`src/rtl/seg7_pkg.sv`:
```
// Shared types and the hex-to-segment table for the 7-segment scan driver.
package seg7_pkg;

    typedef enum logic {
        GUARD = 1'b0,
        DRIVE = 1'b1
    } scan_state_e;

    // Active-high {g,f,e,d,c,b,a} patterns, entry 15 first.
    localparam logic [15:0][6:0] HEX_SEG = {
        7'h71, 7'h79, 7'h5E, 7'h39, 7'h7C, 7'h77, 7'h6F, 7'h7F,
        7'h07, 7'h7D, 7'h6D, 7'h66, 7'h4F, 7'h5B, 7'h06, 7'h3F
    };

    function automatic logic [6:0] hex2seg(input logic [3:0] nib);
        return HEX_SEG[nib];
    endfunction

    function automatic logic inactive_level(input logic active_low);
        return active_low;
    endfunction

endpackage

```
`src/rtl/seg7_hex_decoder.sv`:
```
// Combinational nibble to active-high segment pattern; pin polarity is applied by the parent.
module seg7_hex_decoder
    import seg7_pkg::*;
(
    input  logic [3:0] nibble,
    output logic [6:0] seg
);

    assign seg = hex2seg(nibble);

endmodule

```
`src/rtl/seg7_scan_driver.sv`:
```
// Time-multiplexed hex 7-segment driver with frame-boundary commit of loaded words.
// Optional SEG7_LEADING_ZERO_BLANK_EN blanks digits above the most significant non-zero nibble.
module seg7_scan_driver
    import seg7_pkg::*;
#(
    parameter int NUM_DIGITS   = 8,
    parameter int SLOT_CYCLES  = 50000,
    parameter int GUARD_CYCLES = 4,
    parameter bit ACTIVE_LOW   = 1'b1
) (
    input  logic                    clk,
    input  logic                    rst_n,
    input  logic                    load_valid,
    output logic                    load_ready,
    input  logic [4*NUM_DIGITS-1:0] load_data,
    input  logic [NUM_DIGITS-1:0]   blank_mask,
    output logic [6:0]              seg_out,
    output logic [NUM_DIGITS-1:0]   dig_sel,
    output logic                    frame_done
);

    localparam int   CNT_W = (SLOT_CYCLES > 1) ? $clog2(SLOT_CYCLES) : 1;
    localparam int   IDX_W = (NUM_DIGITS > 1) ? $clog2(NUM_DIGITS) : 1;
    localparam logic INACT = inactive_level(ACTIVE_LOW);

    scan_state_e                 state_q, state_d;
    logic [CNT_W-1:0]            cnt_q, cnt_d;
    logic [IDX_W-1:0]            idx_q, idx_d;
    logic                        slot_end, frame_end;

    logic [NUM_DIGITS-1:0][3:0]  disp_word, pend_word;
    logic [NUM_DIGITS-1:0]       disp_mask, pend_mask;
    logic                        pend_full;

    logic [NUM_DIGITS-1:0][6:0]  seg_dec;
    logic [NUM_DIGITS-1:0]       blank;
    logic [6:0]                  seg_d;
    logic [NUM_DIGITS-1:0]       dig_d;

    for (genvar i = 0; i < NUM_DIGITS; i++) begin : g_dec
        seg7_hex_decoder u_dec (
            .nibble (disp_word[i]),
            .seg    (seg_dec[i])
        );
    end

`ifdef SEG7_LEADING_ZERO_BLANK_EN
    logic [NUM_DIGITS-1:0] lz_blank;

    // Digit 0 is never leading-zero blanked so an all-zero word still shows "0".
    always_comb begin
        logic seen;
        seen     = 1'b0;
        lz_blank = '0;
        for (int i = NUM_DIGITS - 1; i > 0; i--) begin
            seen        = seen | (disp_word[i] != 4'h0);
            lz_blank[i] = ~seen;
        end
    end

    assign blank = disp_mask | lz_blank;
`else
    assign blank = disp_mask;
`endif

    always_comb begin
        state_d   = state_q;
        cnt_d     = cnt_q + 1'b1;
        idx_d     = idx_q;
        slot_end  = (cnt_q == CNT_W'(SLOT_CYCLES - 1));
        frame_end = slot_end && (idx_q == IDX_W'(NUM_DIGITS - 1));
        seg_d     = {7{INACT}};
        dig_d     = {NUM_DIGITS{INACT}};

        case (state_q)
            GUARD:   if (cnt_q == CNT_W'(GUARD_CYCLES - 1)) state_d = DRIVE;
            DRIVE:   if (slot_end) state_d = GUARD;
            default: state_d = GUARD;
        endcase

        if (slot_end) begin
            cnt_d = '0;
            idx_d = frame_end ? '0 : idx_q + 1'b1;
        end

        // Output registers capture this cycle's state, so pins lag the FSM by one clock.
        if (state_q == DRIVE) begin
            dig_d = (NUM_DIGITS'(1) << idx_q) ^ {NUM_DIGITS{ACTIVE_LOW}};
            if (!blank[idx_q]) seg_d = seg_dec[idx_q] ^ {7{ACTIVE_LOW}};
        end
    end

    always_ff @(posedge clk or negedge rst_n) begin
        if (!rst_n) begin
            state_q <= GUARD;
            cnt_q   <= '0;
            idx_q   <= '0;
        end else begin
            state_q <= state_d;
            cnt_q   <= cnt_d;
            idx_q   <= idx_d;
        end
    end

    always_ff @(posedge clk or negedge rst_n) begin
        if (!rst_n) begin
            disp_word <= '0;
            disp_mask <= '1;
            pend_word <= '0;
            pend_mask <= '0;
            pend_full <= 1'b0;
            seg_out   <= {7{INACT}};
            dig_sel   <= {NUM_DIGITS{INACT}};
        end else begin
            seg_out <= seg_d;
            dig_sel <= dig_d;
            // Commit and accept are exclusive: commit needs pending full, accept needs it empty.
            if (frame_end && pend_full) begin
                disp_word <= pend_word;
                disp_mask <= pend_mask;
                pend_full <= 1'b0;
            end else if (load_valid && !pend_full) begin
                pend_word <= load_data;
                pend_mask <= blank_mask;
                pend_full <= 1'b1;
            end
        end
    end

    assign load_ready = ~pend_full;
    assign frame_done = frame_end;

endmodule

```
`config.mk`:
```
export PLATFORM = sky130hd
export DESIGN_NAME = seg7_scan_driver
export DESIGN_NICKNAME = d
export VERILOG_FILES = /design/src/rtl/seg7_pkg.sv /design/src/rtl/seg7_hex_decoder.sv /design/src/rtl/seg7_scan_driver.sv
export SDC_FILE = /design/constraint.sdc
export NUM_CORES = 1
export LEC_CHECK = 0
export BUFFER_PORTS_ARGS = -buffer_cell sky130_fd_sc_hd__buf_2
export CORE_MARGIN = 4
export CORE_UTILIZATION = 55
export DETAILED_ROUTE_END_ITERATION = 10
export GPL_ROUTABILITY_DRIVEN = 1
export HOLD_SLACK_MARGIN = 0.03
export PLACE_DENSITY = 0.89
export SLEW_MARGIN = 20
export SYNTH_ARGS = -nofsm -noshare
export SYNTH_HDL_FRONTEND = slang
export SYNTH_HIERARCHICAL = 1
export SYNTH_SLANG_ARGS = --single-unit
```
`constraint.sdc`:
```
create_clock -name clk -period 2.2 [get_ports clk]
set_input_delay 0.55 -clock clk [delete_from_list [all_inputs] [get_ports clk]]
set_output_delay 0.55 -clock clk [all_outputs]
set_load 0.03 [all_outputs]
```
== Word-level counts from Yosys, hierarchy flattened ==
Memories as Yosys holds them, arrays and structs flattened.
Index checks and enable logic that the tools add are counted.
Widths: inputs -> output; s select.

* Register bits: 116
* Memory bits (read-only): 896
* Input port bits: 43
* Memories kept: 8

* Add/subtract/negate cells: 2
* $lt $le $gt $ge: 9
* Equal/unequal tests: 3
* Shift operators: 1
* Muxes and demuxes: 22
* Bitwise logic cells: 5
* Reductions and logical operators: 6

{| class="wikitable"
|+ Memory list
! name !! depth !! bits a word !! read ports !! clocked after memory_dff !! write ports !! line !! source
|-
| (name not given) || 16 || 7 || 1 || 0 || 0 || seg7_pkg.sv:16 || <nowiki>return HEX_SEG[nib];</nowiki>
|-
| (name not given) || 16 || 7 || 1 || 0 || 0 || seg7_pkg.sv:16 ||
|-
| (name not given) || 16 || 7 || 1 || 0 || 0 || seg7_pkg.sv:16 ||
|-
| (name not given) || 16 || 7 || 1 || 0 || 0 || seg7_pkg.sv:16 ||
|-
| (name not given) || 16 || 7 || 1 || 0 || 0 || seg7_pkg.sv:16 ||
|-
| (name not given) || 16 || 7 || 1 || 0 || 0 || seg7_pkg.sv:16 ||
|-
| 2 more memories || -- || -- || -- || -- || -- || -- ||
|}

{| class="wikitable"
|+ Operators with widths
! operator !! count
|-
| $mux 7 || 11
|-
| $lt 4x5->1 const B || 8
|-
| $bmux 7 s3 || 1
|-
| $add 16x1->16 const B || 1
|-
| $eq 16x16->1 const B || 1
|-
| $eq 16x2->1 const B || 1
|-
| $mux 16 || 1
|-
| $mux 8 || 1
|-
| $not 8->8 || 1
|-
| $shl 1x3->8 const A || 1
|-
| $not 7->7 || 1
|-
| $mux 1 || 5
|-
| $lt 3x4->1 const B || 1
|-
| $add 3x1->3 const B || 1
|-
| $bmux 1 s3 || 1
|-
| $eq 3x3->1 const B || 1
|-
| $logic_and 1x1->1 || 3
|-
| $mux 3 || 1
|-
| $not 1->1 || 3
|-
| $pmux 1 s2 || 1
|-
| $reduce_and 2->1 || 1
|-
| $reduce_bool 2->1 || 1
|-
| $logic_not 1->1 || 1
|}

== Depth between registers and ports, before layout ==
* Depth after elaboration: 7
* Depth in mapped cells: 7
* Depth with buffers taken out: 7

== By module ==
Netlist, hierarchy kept.

{| class="wikitable"
|+ Modules (own cells, without submodules)
! module !! times used !! cells each !! area each (sq um) !! seq. area each (sq um)
|-
| seg7_scan_driver || 1 || 356 || 5211.2 || 2931.6
|-
| seg7_hex_decoder || 8 || 33 || 287.8 || 0.0
|}

== Worst setup path before layout ==
Ideal clock, no wire load.

* Path type: reg-to-output
* From: register cnt_q[0]
* To: output frame_done
* Data arrival time: 1.925 ns
* Path slack: -0.275 ns
* Cell stages (with the launch flop): 5
* Cell sequence: dfrtp_1 ha_1 nor4b_4 nand2_1 nor4_1

* Word-level cells in the longest chain between the ends: 2

{| class="wikitable"
|+ RTL lines
! element !! line !! source
|-
| from (decl) || seg7_scan_driver.sv:27 || <nowiki>logic [CNT_W-1:0] cnt_q, cnt_d;</nowiki>
|-
| from (signal assigned) || seg7_scan_driver.sv:100 || <nowiki>cnt_q <= cnt_d;</nowiki>
|-
| $eq 16x16->1 || seg7_scan_driver.sv:70 || <nowiki>slot_end = (cnt_q == CNT_W'(SLOT_CYCLES - 1));</nowiki>
|-
| $logic_and 1x1->1 || seg7_scan_driver.sv:71 || <nowiki>frame_end = slot_end && (idx_q == IDX_W'(NUM_DIGITS - 1));</nowiki>
|-
| to (decl) || seg7_scan_driver.sv:19 || <nowiki>output logic frame_done</nowiki>
|}

Every way passes these cells.

== Worst setup path after layout ==
* From: register cnt_q[11]
* To: output frame_done

Same word-level chain as after synthesis.

==> summary.txt <==
Area Growth Syn to Fin -> 16.2%
Die Height -> 125 microns
Detail Route Antenna Nets -> 0
Antenna cells -> 0
Actual slew at the worst max-slew pin -> 0.540 ns
Min Clock Period, post-route -> 2.23 ns
Yosys cell types -> 40
Tot GR Track Use -> 21.7%
Core Util, Final -> 65.7%
Largest net degree at the start of global routing -> 44
Peak VDD IR -> 0.000696 V
Final Skew -> 0.00894 ns
Most frequent cell after synthesis -> dfrtp_1
Initial antenna violation count -> 0
Initial Util -> 56.5%
WL final -> 16.7 mm
Final period util -> 101%
Fin Hold WS -> 0.112 ns
Unrepaired setup endpoints after global routing -> yes
Seq/Total Area, Yosys -> 39.0%
Crit Path Category -> flip-flop to output pin
Ys async rst share -> 100%
Clock buffer depth -> 2
Number of flops mapped to enable cells by yosys -> 0
Post-Synth XOR/XNOR Area -> 1.40%
Vias in the first global route -> 5570
Sink Count -> 116
Simple-Gate Fraction of Synth Area -> 9.88%
First-pass GRT wire length -> 27.3 mm
Die width -> 125 microns
Status -> complete, but fails checks
Worst setup SP type -> flip-flop
Gate Count Post-Synth -> 620
Number of max-cap violations -> 0
Worst setup margin -> -0.0329 ns
Half-perimeter wire length after placement -> 11.1 mm
Leading area contributor after synthesis -> dfrtp_1
Post-synthesis compound-gate area fraction -> 5.96%
Post-synth top cells -> 93 x dfrtp_1, 65 x mux2_2, 63 x ha_1
Adder-Cell Fraction of Synth Area -> 10.5%
CP cell instances -> nor4b_4 -> nand2_2 -> nor4_4 -> buf_6
WL/cell -> 18.9 microns
Slowest CP cell -> dfrtp_1
Rows -> 42
Mux cell area share after synthesis -> 27.6%
CP arrival -> 1.68 ns
Post-synth top area share -> 31.0%
Final net count -> 799
Worst EP required -> 1.65 ns
Max-slew violation count -> 0
Placed cell areas -> 8000 sq um
H-Tree Level Count -> 4
Iter 0 DRT Violations -> 271
Syn avg cell area -> 12.1 sq um
Violated checks -> negative setup slack
Worst path bufs/invs -> 1
Final setup TNS -> -0.0329 ns
Hold Vio Cnt, Final -> 0
CTS tree -> done
Clk Latency, worst-skew pair -> 0.42 ns
Synth warn -> 6
P_leak -> 3.68 nW
Core Footprint -> 13300 sq um
Crit path max-delay family -> simple AND/OR/NAND/NOR gates
Highest clock rate -> 448 MHz
Filler cells -> 914
Fin area -> 8730 sq um
Slew headroom -> 64.0%
Crit path max fanout -> 4
Area of the mapped netlist -> 7510 sq um
Ys flop type -> dfrtp_1
Hold WC Path Type -> input pin to async pin
Worst Setup End Kind -> output pin
Via count -> 5097
Synth Net Count -> 726
GR Overflow Total -> 0
Drt pass-1 iters -> 4
Power Dens Cells -> 580 nW/um^2
Drt via density -> 5.78
Pre-CTS setup slack -> -0.00140 ns
I/O Pins -> 60
Setup violators final -> 1
RePlAce Congestion -> 0.872
DRC -> 0
Die area -> 15600 sq um
Worst-path clk slew -> 0.06 ns
Num CTS Buffers -> 17
Port bufs -> 59
Share of cells above drive strength 1 -> 41.2%
Post-CTS Hold Fix Bufs -> 0
Largest family of logic cells by synthesized area -> multiplexers
Top cells by area, synth -> dfrtp_1 31%, ha_1 10%, mux2_2 9.7%
#FFs+latches synth -> 116
Root buffer cell -> clkbuf_16
Crit path largest cell delay -> 0.44 ns
layer usage:
layer	wire, microns	vias up	track usage [%]
met2	8590	144	38.4
met4	401	0	7.84
met1	6850	2573	25.3
met5	0	-	0
met3	831	34	5.96
li1	-	2346	-
worst reg2reg max path: cells and delay by family (launching register included):
family                   cells  cell delay (ns)
flip-flops                   1             0.44
AND/OR/NAND/NOR              1             0.08
buffers and inverters        1             0.14
multiplexers                 2             1.00
adder cells (fa/ha/maj)      1             0.32
AO/OA/AOI/OAI                1             0.11
cells by family after synthesis:
group | after synthesis
and+or+nand+nor | 133
buffers and inverters | 85
DFF | 116
xor gates and xnor gates | 12
AOI/OAI and AO/OA | 63
muxes | 148
adders and majority gates | 63
layout by cell type (no fill, tap or decap), types with 4 or more instances in the layout:
master / n
inv_1: 47
mux4_1: 8
dfstp_2: 23
nor3_1: 19
mux2i_1: 21
clkinvlp_4: 6
buf_4: 28
nand2b_1: 9
nor2_1: 13
xnor2_1: 7
ha_1: 56
dfrtp_2: 4
o31a_2: 8
a21o_1: 8
buf_2: 57
a31o_1: 8
clkbuf_16: 18
xor2_1: 5
nand4_1: 6
mux2_2: 65
or2b_1: 8
ha_2: 5
nor2b_1: 10
o21ai_0: 4
nor4_1: 4
nand3_1: 13
mux4_2: 15
a21oi_1: 26
o32a_1: 8
dfrtp_1: 89
mux2_4: 39
nand3b_1: 8
nand2_1: 32
final timing paths:
| kind | startpoint | end | slack (ns) | cells past startpoint |
|---|---|---|---|---|
| worst max-delay path | cnt_q[11] | frame_done | -0.03 | 4 |
| worst min-delay path | rst_n | pend_word[7] | 0.11 | 1 |
| worst max register to register | disp_word[13] | seg_out[3] | 0.06 | 6 |
| worst min register to register | pend_mask[5] | blank[5] | 0.50 | 1 |
| max in group asynchronous | rst_n | dig_sel[7] | 1.41 | 2 |
| min in group clk | load_data[5] | pend_word[5] | 0.36 | 2 |
flip-flops by register name, summed over array words and instances, names as in the netlist:
register / count
pend_mask: 8
cnt_q: 16
disp_word: 32
blank: 8
dig_sel: 8
pend_word: 32
seg_out: 7
pend_full: 1
idx_q: 3
state_q: 1
through the flow:
stage	std cells	power, mW
floorplan	620	2.37
global placement	838	2.47
detailed placement	838	2.49
CTS	880	5.12
global route	882	5.25
finish	882	5.07
where the power goes:
part	switching, mW	internal, mW
clock network	1.01	1.61
logic	0.0761	0.0981
registers	0.0523	2.22
total	1.14	3.93
cell type report:
class	instances	area (sq um)	area share [%]
Clock buffer	21	460	5.27
Clock inverter	11	103	1.17
Inverter	48	180	2.06
Multi-Input combinational cell	419	4230	48.4
Sequential cell	116	2940	33.6
Tap cell	176	220	2.52
Timing Repair Buffer	91	603	6.91
timing repair:
item,in CTS,in global routing
pin swaps,4,2
cloned,0,1
gates resized for setup,11,9
setup buffers,10,1
endpoints found under the setup margin,33,34
Power figures use the tool's default switching activity.
